`config.mk`:
```
export PLATFORM = sky130hd
export DESIGN_NAME = i2c_xfer_engine
export DESIGN_NICKNAME = d
export VERILOG_FILES = /design/src/rtl/i2c_xfer_engine.sv
export SDC_FILE = /design/constraint.sdc
export NUM_CORES = 1
export LEC_CHECK = 0
export ABC_AREA = 0
export CAP_MARGIN = 5
export CORE_MARGIN = 2
export CORE_UTILIZATION = 58
export DETAILED_ROUTE_END_ITERATION = 10
export HOLD_SLACK_MARGIN = 0.12
export PLACE_DENSITY_LB_ADDON = 0.05
export SLEW_MARGIN = 30
export SYNTH_ARGS = -nofsm -noshare
export SYNTH_HDL_FRONTEND = slang
export SYNTH_SLANG_ARGS = --single-unit
```
`constraint.sdc`:
```
create_clock -name Clk -period 2.95 [get_ports Clk]
set_input_delay 0.7375 -clock Clk [delete_from_list [all_inputs] [get_ports Clk]]
set_output_delay 0.7375 -clock Clk [all_outputs]
set_load 0.005 [all_outputs]
```
`src/rtl/i2c_xfer_engine.sv`:
```
// I2C transfer engine: sequences address/data/stop byte commands to a byte controller, with TX/RX FIFOs.
// Optional macro I2C_XFER_RESTART_EN adds RdLen for write-then-read via repeated start.
module i2c_xfer_engine #(
    parameter int DEPTH  = 8,
    parameter int LWIDTH = 8
) (
    input  logic              Clk,
    input  logic              Rst,
    input  logic              Go,
    input  logic [6:0]        SlvAddr,
    input  logic              Rnw,
    input  logic [LWIDTH-1:0] Len,
`ifdef I2C_XFER_RESTART_EN
    input  logic [LWIDTH-1:0] RdLen,
`endif
    input  logic              TxWr,
    input  logic [7:0]        TxData,
    output logic              TxFull,
    input  logic              RxRd,
    output logic [7:0]        RxData,
    output logic              RxEmpty,
    output logic              Busy,
    output logic              Done,
    output logic              Nack,
    output logic              Al,
    output logic              Start,
    output logic              Stop,
    output logic              Read,
    output logic              Write,
    output logic              Tx_ack,
    output logic [7:0]        Tx_data,
    input  logic              Rx_ack,
    input  logic [7:0]        Rx_data,
    input  logic              I2C_done,
    input  logic              I2C_al
);
    localparam int AW = $clog2(DEPTH);
    localparam int CW = AW + 1;

    typedef enum logic [2:0] {IDLE, ADDR, WDATA, RDATA, FIN} state_t;

    state_t            state_q, state_d;
    logic              busy_q, busy_d, done_q, done_d, nack_q, nack_d, al_q, al_d;
    logic              start_q, start_d, stop_q, stop_d, read_q, read_d, write_q, write_d;
    logic              tx_ack_q, tx_ack_d;
    logic [7:0]        tx_data_q, tx_data_d;
    logic [6:0]        addr_q, addr_d;
    logic              rnw_q, rnw_d, rs_q, rs_d, stop_only_q, stop_only_d;
    logic [LWIDTH-1:0] len_q, len_d, rem_q, rem_d;
`ifdef I2C_XFER_RESTART_EN
    logic [LWIDTH-1:0] rdlen_q, rdlen_d;
`endif
    logic [AW-1:0]     tx_wp_q, tx_wp_d, tx_rp_q, tx_rp_d, rx_wp_q, rx_wp_d, rx_rp_q, rx_rp_d;
    logic [CW-1:0]     tx_cnt_q, tx_cnt_d, rx_cnt_q, rx_cnt_d;
    logic [7:0]        tx_mem_q [DEPTH];
    logic [7:0]        rx_mem_q [DEPTH];

    logic tx_full, tx_empty, rx_full, rx_empty, tx_push, tx_pop, rx_push, rx_pop;
    logic outstanding, last, restart, al_set, abort, done_ev;

    assign tx_full     = (tx_cnt_q == CW'(DEPTH));
    assign tx_empty    = (tx_cnt_q == '0);
    assign rx_full     = (rx_cnt_q == CW'(DEPTH));
    assign rx_empty    = (rx_cnt_q == '0);
    assign outstanding = start_q | stop_q | read_q | write_q;
    assign last        = (rem_q == LWIDTH'(1));
    assign al_set      = I2C_al && (state_q != IDLE);
    assign abort       = al_set && (state_q != FIN);
    // Arbitration loss wins over a simultaneous completion.
    assign done_ev     = I2C_done && outstanding && !abort;
`ifdef I2C_XFER_RESTART_EN
    assign restart     = !rnw_q && (rdlen_q != '0);
`else
    assign restart     = 1'b0;
`endif

    always_ff @(posedge Clk) begin
        if (Rst) begin
            state_q <= IDLE;   busy_q <= 1'b0;  done_q <= 1'b0;  nack_q <= 1'b0;  al_q <= 1'b0;
            start_q <= 1'b0;   stop_q <= 1'b0;  read_q <= 1'b0;  write_q <= 1'b0;
            tx_ack_q <= 1'b0;  tx_data_q <= 8'h00;
            addr_q <= '0;      rnw_q <= 1'b0;   rs_q <= 1'b0;    stop_only_q <= 1'b0;
            len_q <= '0;       rem_q <= '0;
`ifdef I2C_XFER_RESTART_EN
            rdlen_q <= '0;
`endif
            tx_wp_q <= '0;     tx_rp_q <= '0;   tx_cnt_q <= '0;
            rx_wp_q <= '0;     rx_rp_q <= '0;   rx_cnt_q <= '0;
        end else begin
            state_q <= state_d; busy_q <= busy_d; done_q <= done_d; nack_q <= nack_d; al_q <= al_d;
            start_q <= start_d; stop_q <= stop_d; read_q <= read_d; write_q <= write_d;
            tx_ack_q <= tx_ack_d; tx_data_q <= tx_data_d;
            addr_q <= addr_d;   rnw_q <= rnw_d;   rs_q <= rs_d;     stop_only_q <= stop_only_d;
            len_q <= len_d;     rem_q <= rem_d;
`ifdef I2C_XFER_RESTART_EN
            rdlen_q <= rdlen_d;
`endif
            tx_wp_q <= tx_wp_d; tx_rp_q <= tx_rp_d; tx_cnt_q <= tx_cnt_d;
            rx_wp_q <= rx_wp_d; rx_rp_q <= rx_rp_d; rx_cnt_q <= rx_cnt_d;
        end
    end

    always_ff @(posedge Clk) begin
        if (tx_push) tx_mem_q[tx_wp_q] <= TxData;
        if (rx_push) rx_mem_q[rx_wp_q] <= Rx_data;
    end

    always_comb begin
        tx_push  = TxWr && !tx_full;
        rx_pop   = RxRd && !rx_empty;
        tx_wp_d  = tx_wp_q + AW'(tx_push);
        tx_rp_d  = tx_rp_q + AW'(tx_pop);
        tx_cnt_d = tx_cnt_q + CW'(tx_push) - CW'(tx_pop);
        rx_wp_d  = rx_wp_q + AW'(rx_push);
        rx_rp_d  = rx_rp_q + AW'(rx_pop);
        rx_cnt_d = rx_cnt_q + CW'(rx_push) - CW'(rx_pop);
    end

    always_comb begin
        state_d = state_q;
        unique case (state_q)
            IDLE:  if (Go && !busy_q) state_d = ADDR;
            ADDR:  if (done_ev) begin
                       if (len_q == '0)       state_d = FIN;
                       else if (Rx_ack)       state_d = WDATA;
                       else if (rs_q | rnw_q) state_d = RDATA;
                       else                   state_d = WDATA;
                   end
            WDATA: if (done_ev) begin
                       if (stop_only_q) state_d = FIN;
                       else if (last)   state_d = (restart && !Rx_ack) ? ADDR : FIN;
                   end
            RDATA: if (done_ev && last) state_d = FIN;
            FIN:   state_d = IDLE;
            default: state_d = IDLE;
        endcase
        if (abort) state_d = FIN;
    end

    always_comb begin
        busy_d = busy_q;  done_d = 1'b0;  nack_d = nack_q;  al_d = al_q;
        start_d = start_q; stop_d = stop_q; read_d = read_q; write_d = write_q;
        tx_ack_d = tx_ack_q; tx_data_d = tx_data_q;
        addr_d = addr_q;  rnw_d = rnw_q;  rs_d = rs_q;  stop_only_d = stop_only_q;
        len_d = len_q;    rem_d = rem_q;
`ifdef I2C_XFER_RESTART_EN
        rdlen_d = rdlen_q;
`endif
        tx_pop = 1'b0;    rx_push = 1'b0;
        unique case (state_q)
            IDLE: if (Go && !busy_q) begin
                addr_d = SlvAddr; rnw_d = Rnw; len_d = Len; rem_d = Len;
`ifdef I2C_XFER_RESTART_EN
                rdlen_d = RdLen;
`endif
                nack_d = 1'b0; al_d = 1'b0; busy_d = 1'b1; rs_d = 1'b0; stop_only_d = 1'b0;
            end
            ADDR: if (!outstanding) begin
                start_d = 1'b1; write_d = 1'b1; stop_d = (len_q == '0);
                tx_data_d = {addr_q, rs_q | rnw_q};
            end else if (done_ev) begin
                // An address NACK with data pending still needs a Stop to release the bus.
                if (Rx_ack) begin nack_d = 1'b1; stop_only_d = (len_q != '0); end
`ifdef I2C_XFER_RESTART_EN
                if (rs_q) rem_d = rdlen_q;
`endif
                rs_d = 1'b0;
            end
            WDATA: if (!outstanding) begin
                if (stop_only_q) stop_d = 1'b1;
                else if (!tx_empty) begin
                    write_d = 1'b1; tx_data_d = tx_mem_q[tx_rp_q]; stop_d = last && !restart;
                end
            end else if (done_ev && !stop_only_q) begin
                tx_pop = 1'b1; rem_d = rem_q - LWIDTH'(1);
                if (Rx_ack) begin nack_d = 1'b1; stop_only_d = !last; end
                else if (last && restart) rs_d = 1'b1;
            end
            RDATA: if (!outstanding) begin
                if (!rx_full) begin read_d = 1'b1; tx_ack_d = last; stop_d = last; end
            end else if (done_ev) begin
                rx_push = 1'b1; rem_d = rem_q - LWIDTH'(1);
            end
            FIN: begin done_d = 1'b1; busy_d = 1'b0; rs_d = 1'b0; stop_only_d = 1'b0; end
            default: ;
        endcase
        if (done_ev || abort) begin
            start_d = 1'b0; stop_d = 1'b0; read_d = 1'b0; write_d = 1'b0; tx_ack_d = 1'b0;
        end
        if (al_set) al_d = 1'b1;
    end

    assign TxFull  = tx_full;
    assign RxEmpty = rx_empty;
    assign RxData  = rx_mem_q[rx_rp_q];
    assign Busy    = busy_q;
    assign Done    = done_q;
    assign Nack    = nack_q;
    assign Al      = al_q;
    assign Start   = start_q;
    assign Stop    = stop_q;
    assign Read    = read_q;
    assign Write   = write_q;
    assign Tx_ack  = tx_ack_q;
    assign Tx_data = tx_data_q;
endmodule
```
# [After elaboration in Yosys (flattened, before gate mapping)]
# Memory sizes are Yosys's and may differ from the RTL's. A register that Yosys moved wholly into a read port is not among the register bits.
# Cells that the tools add are included.
[totals] ff_bits=66 ramBits=128 input_bits=40 out_inout_bits=27 n_memories=2
[classes] add_sub_neg=9 eq_ne=32 mux=68 bitwise_logic=6 reduce_logical=46
[mem_list] memory="rx_mem_q" words=8 word_bits=8 read_ports=1 rd_clocked_by_memory_dff=1 wr=1 line="56" source="logic [7:0] rx_mem_q [DEPTH];"
[mem_list] memory="tx_mem_q" words=8 word_bits=8 read_ports=1 rd_clocked_by_memory_dff=1 wr=1 line="55" source="logic [7:0] tx_mem_q [DEPTH];"
[op_table] operator="$mux 8" count=9
[op_table] operator="$mux 1" count=40
[op_table] operator="$ne 2x2->1 const B" count=17
[op_table] operator="$mux 3" count=10
[op_table] operator="$pmux 8 s3" count=1
[op_table] operator="$ne 3x3->1 const B" count=7
[op_table] operator="$reduce_and 6->1" count=3
[op_table] operator="$pmux 8 s2" count=1
[op_table] operator="$reduce_and 5->1" count=3
[op_table] operator="$reduce_bool 3->1" count=5
[op_table] operator="$add 3x1->3" count=4
[op_table] operator="$pmux 3 s4" count=1
[op_table] operator="$logic_and 1x1->1" count=9
[op_table] operator="$pmux 1 s3" count=3
[op_table] operator="$add 4x1->4" count=2
[op_table] operator="$eq 4x4->1 const B" count=2
[op_table] operator="$eq 8x1->1 const B" count=1
[op_table] operator="$logic_not 4->1" count=2
[op_table] operator="$logic_not 8->1" count=1
[op_table] operator="$reduce_and 2->1" count=4
[op_table] operator="$reduce_and 8->1" count=1
[op_table] operator="$reduce_bool 2->1" count=4
[op_table] operator="$reduce_bool 8->1" count=1
[op_table] operator="$sub 4x1->4" count=2
[op_table] operator="16 further kinds" count=28

# [Logic depth before layout (Yosys ltp)]
[logic_depth] word_depth=11 depth_mapped=11 mapped_depth_nobuf=11

# [Worst setup path after synthesis]
# OpenSTA, ideal clock, no wires.
[synth_path] path_type="input to register" from="input port I2C_done" to="register rx_cnt_q[2]" arrival_time_ps=2423 slack_ps=400 cell_stages=10 path_buffers=0 cell_sequence="o41ai_4 nor4_1 inv_1 ha_1 inv_1 ha_1 inv_1 fa_1 xor2_1 nor2_1"
[synth_between] elab_chain_len=7
[synth_rtl] item="start: declaration" line="34" source="input logic I2C_done,"
[synth_rtl] item="$logic_and 1x1->1 (2 in series)" line="70" source="assign done_ev = I2C_done && outstanding && !abort;"
[synth_rtl] item="$mux 1" line="181" source="end else if (done_ev) begin"
[synth_rtl] item="$mux 1" line="179" source="RDATA: if (!outstanding) begin"
[synth_rtl] item="$mux 1" line="150" source="unique case (state_q)"
[synth_rtl] item="$add 4x1->4" line="116" source="rx_cnt_d = rx_cnt_q + CW'(rx_push) - CW'(rx_pop);"
[synth_rtl] item="$sub 4x1->4" line="116"
[synth_rtl] item="end signal: assignment" line="99" source="rx_wp_q <= rx_wp_d; rx_rp_q <= rx_rp_d; rx_cnt_q <= rx_cnt_d;"
[synth_rtl] item="end: declaration" line="54" source="logic [CW-1:0] tx_cnt_q, tx_cnt_d, rx_cnt_q, rx_cnt_d;"
# Every way passes these cells.
# A chain may end at the register's enable or synchronous reset.

==> results.sh <==
export IMPL_r2r_cells=10
export IMPL_drc=0
export IMPL_track_usage_pct=23.8
export IMPL_yosysSeqAreaShare_pct=63.3
export IMPL_rsz0062_at_grt="no"
export IMPL_critPathRequiredTime_ns=2.21
export IMPL_whs_path_depth=2
export IMPL_synth_area_um2=8130
export IMPL_fillers=969
export IMPL_synth_edff_count=128
export IMPL_p_leak_nw=3.40
export IMPL_path_cells="buf_16 > mux4_2 > mux2_2 > clkdlybuf4s50_1"
export IMPL_grt_use_met3_pct=5.16
export IMPL_multi_input_area_um2=2770
export IMPL_maxSlewViolCount=0
export IMPL_status="finished, final reports clean"
export IMPL_wl_per_cell_um=18.4
export IMPL_cts_sinks=193
export IMPL_cts_buffers=17
export IMPL_nets=784
export IMPL_fin_crit_ns=2.88
export IMPL_drtIter0Drc=420
export IMPL_grt_pass1_wl_mm=26.2
export IMPL_antennaDiodeCount=0
export IMPL_regArea_um2=5150
export IMPL_synth_area_leader_cell="edfxtp_1"
export IMPL_placed_cells=876
export IMPL_cpPeakStageDelay_ns=0.49
export IMPL_fmax_ghz=0.348
export IMPL_h_tree_depth=4
export IMPL_clk_insertion_delay_late_ns=0.43
export IMPL_dp_slack_ns=-0.179
export IMPL_die_area_um2=15000
export IMPL_port_buffers=66
export IMPL_met2_usage_pct=41.3
export IMPL_arrival_ns=2.14
export IMPL_post_dp_hpwl_mm=11.4
export IMPL_syn_area_per_cell_um2=13.2
export IMPL_antenna_found_initial=0
export IMPL_hold_path_class="flip-flop to flip-flop"
export IMPL_initial_core_util_pct=59.0
export IMPL_cts_tree="built"
export IMPL_period_share_pct=97.5
export IMPL_postRouteAntennaNets=0
export IMPL_holdBufCountCts=0
export IMPL_cts_root_buffer="clkbuf_16"
export IMPL_fin_cells=913
export IMPL_syn_inst=618
export IMPL_via_per_inst=5.73
export IMPL_core_um2=13800
export IMPL_finalWorstSetupSlack_ns=0.0729
export IMPL_final_util_pct=71.5
export IMPL_die_w_um=122
export IMPL_cp_buffers_inverters=2
export IMPL_wirelength_mm=16.8
export IMPL_worst_path_stages=4
export IMPL_ir_drop_uv=512
export IMPL_vias=5227
export IMPL_gr_max_usage_layer="met2"
export IMPL_relSlewSlack_pct=47.9
export IMPL_yosysTopAreaCellShare_pct=47.3
export IMPL_grt_max_degree=37
export IMPL_fin_skew_ns=0.00772
export IMPL_fp_dieH_um=122
export IMPL_async_flop_share_pct=0
export IMPL_synth_seq_cells=193
export IMPL_overflow=0
export IMPL_ys_types=55
export IMPL_first_pass_iters=5
export IMPL_cellPowerDensity_nw_per_um2=774
export IMPL_finalSetupViolCount=0
export IMPL_area_growth_pct=21.2
export IMPL_worstPathMaxFanout=6
export IMPL_num_io_pins=67
export IMPL_clkSlewWorstSetupHoldPaths_ns=0.07
export IMPL_synthesis_nets=682
export IMPL_grt_pass1_vias=5140
export IMPL_synth_main_ff_cell="edfxtp_1"
export IMPL_maxCapViolCount=0
export IMPL_worstMarginPinSlew_ns=0.781
export IMPL_yosys_warnings=0
export IMPL_cp_slowest_cell="mux4_2"
export IMPL_drive_gt1_share_pct=15.8
export IMPL_cp_top_family="multiplexers"
export IMPL_gp_congestion=0.898
export IMPL_synthTopCellsByArea="edfxtp_1 (47%), dfxtp_1 (16%), mux4_2 (4.4%)"
export IMPL_rows=43
export IMPL_cp_start_kind="flip-flop"
export IMPL_critical_path_class="flip-flop to output pin"
export IMPL_use_met1_pct=28.4
export IMPL_setup_tns_ns=0
export IMPL_hold_viol_final=0
export IMPL_endpoint_kind="output pin"
export IMPL_clockBufferDepth=2
-- tightest hold or removal path, stage by stage (launching register included) --
cell and delay (ns):
dfxtp_1 0.31, nand2_1 0.05, a21oi_1 0.05
-- layout by cell type (no fill, tap or decap), drive strengths merged, types with 9 or more instances in the layout --
master	n
a21oi	44
a22oi	16
a311oi	9
buf	50
clkbuf	17
clkdlybuf4s50	58
dfxtp	65
edfxtp	128
ha	22
inv	29
mux2i	33
mux4	16
nand2	56
nand2b	13
nand3	10
nor2	46
nor2b	16
nor3	14
-- where the power goes --
part / switching [W] / internal, W
Sequential: 0.000195 / 0.00314
Combinational: 0.00104 / 0.00103
Clock: 0.00103 / 0.00119
-- synthesized netlist by cell type, drive strengths merged (3+ instances only) --
| cell type | n |
|---|---|
| mux2i | 33 |
| xnor2 | 6 |
| ha | 22 |
| nand2b | 13 |
| o21ai | 8 |
| nor2 | 46 |
| a22oi | 16 |
| nand2 | 56 |
| nor4 | 6 |
| clkbuf | 20 |
| mux4 | 16 |
| nor2b | 16 |
| inv | 22 |
| mux2 | 8 |
| edfxtp | 128 |
| nand3 | 10 |
| dfxtp | 65 |
| a21oi | 44 |
| a311oi | 9 |
| and2 | 3 |
| o21a | 8 |
| nor3 | 14 |
| buf | 12 |
-- cell type report --
| cell class | count | share of cell area [%] |
|---|---|---|
| sequential | 193 | 52.3 |
| multi-input combinational | 371 | 28.1 |
| timing repair buffer | 115 | 10.6 |
| clock buffer | 17 | 4.32 |
| tap | 180 | 2.29 |
| clock inverter | 15 | 1.51 |
| inverter | 22 | 0.838 |
-- registers in the layout, summed over array words and instances, names as in the netlist --
name         cells
rx_mem_q        64
tx_mem_q        64
Tx_data          8
len_q            8
rem_q            8
addr_q           7
rx_cnt_q         4
tx_cnt_q         4
rx_rp_q          3
rx_wp_q          3
state_q          3
tx_rp_q          3
tx_wp_q          3
Al               1
Busy             1
Done             1
Nack             1
Read             1
Start            1
Stop             1
Tx_ack           1
Write            1
rnw_q            1
stop_only_q      1
-- routing by layer --
metal | share of wire [%] | routed length [um]
met5 | 0 | 0
met4 | 2.5 | 419
met3 | 4.7 | 787
met2 | 53 | 8900
met1 | 40 | 6660
-- stage by stage --
step           hold WS [ns]  power, W  cell area (um2)
2_1_floorplan         0.432   0.00465             8130
3_3_place_gp          0.443   0.00530             9220
3_5_place_dp          0.450   0.00538             9220
4_1_cts               0.460   0.00762             9820
5_1_grt               0.484   0.00802             9850
6_report              0.459   0.00762             9850
-- final timing paths --
path / start / endpoint / slack, ns
worst max-delay path: rx_rp_q[0]$_SDFF_PP0_ / RxData[6] / 0.07
worst min-delay path: addr_q[4]$_SDFFE_PP0P_ / addr_q[4]$_SDFFE_PP0P_ / 0.46
worst max register to register: state_q[2]$_SDFFE_PP0P_ / tx_cnt_q[2]$_SDFF_PP0_ / 0.43
worst min register to register: addr_q[4]$_SDFFE_PP0P_ / addr_q[4]$_SDFFE_PP0P_ / 0.46
-- what timing repair did --
action                                  4_1_cts  5_1_grt
gates cloned                                  1        0
setup buffers                                 0        4
endpoints found under the setup margin        8        1
gates resized for setup                      10        0
-- cell families after synthesis --
family                   share of synthesized area (%)
buffers and inverters                             2.71
flip-flops                                        63.3
AND/OR/NAND/NOR                                   10.5
multiplexers                                      9.60
adder cells (fa/ha/maj)                           3.88
XOR/XNOR                                         0.862
AO/OA/AOI/OAI                                     9.16
(Power assumes the default switching activity.)
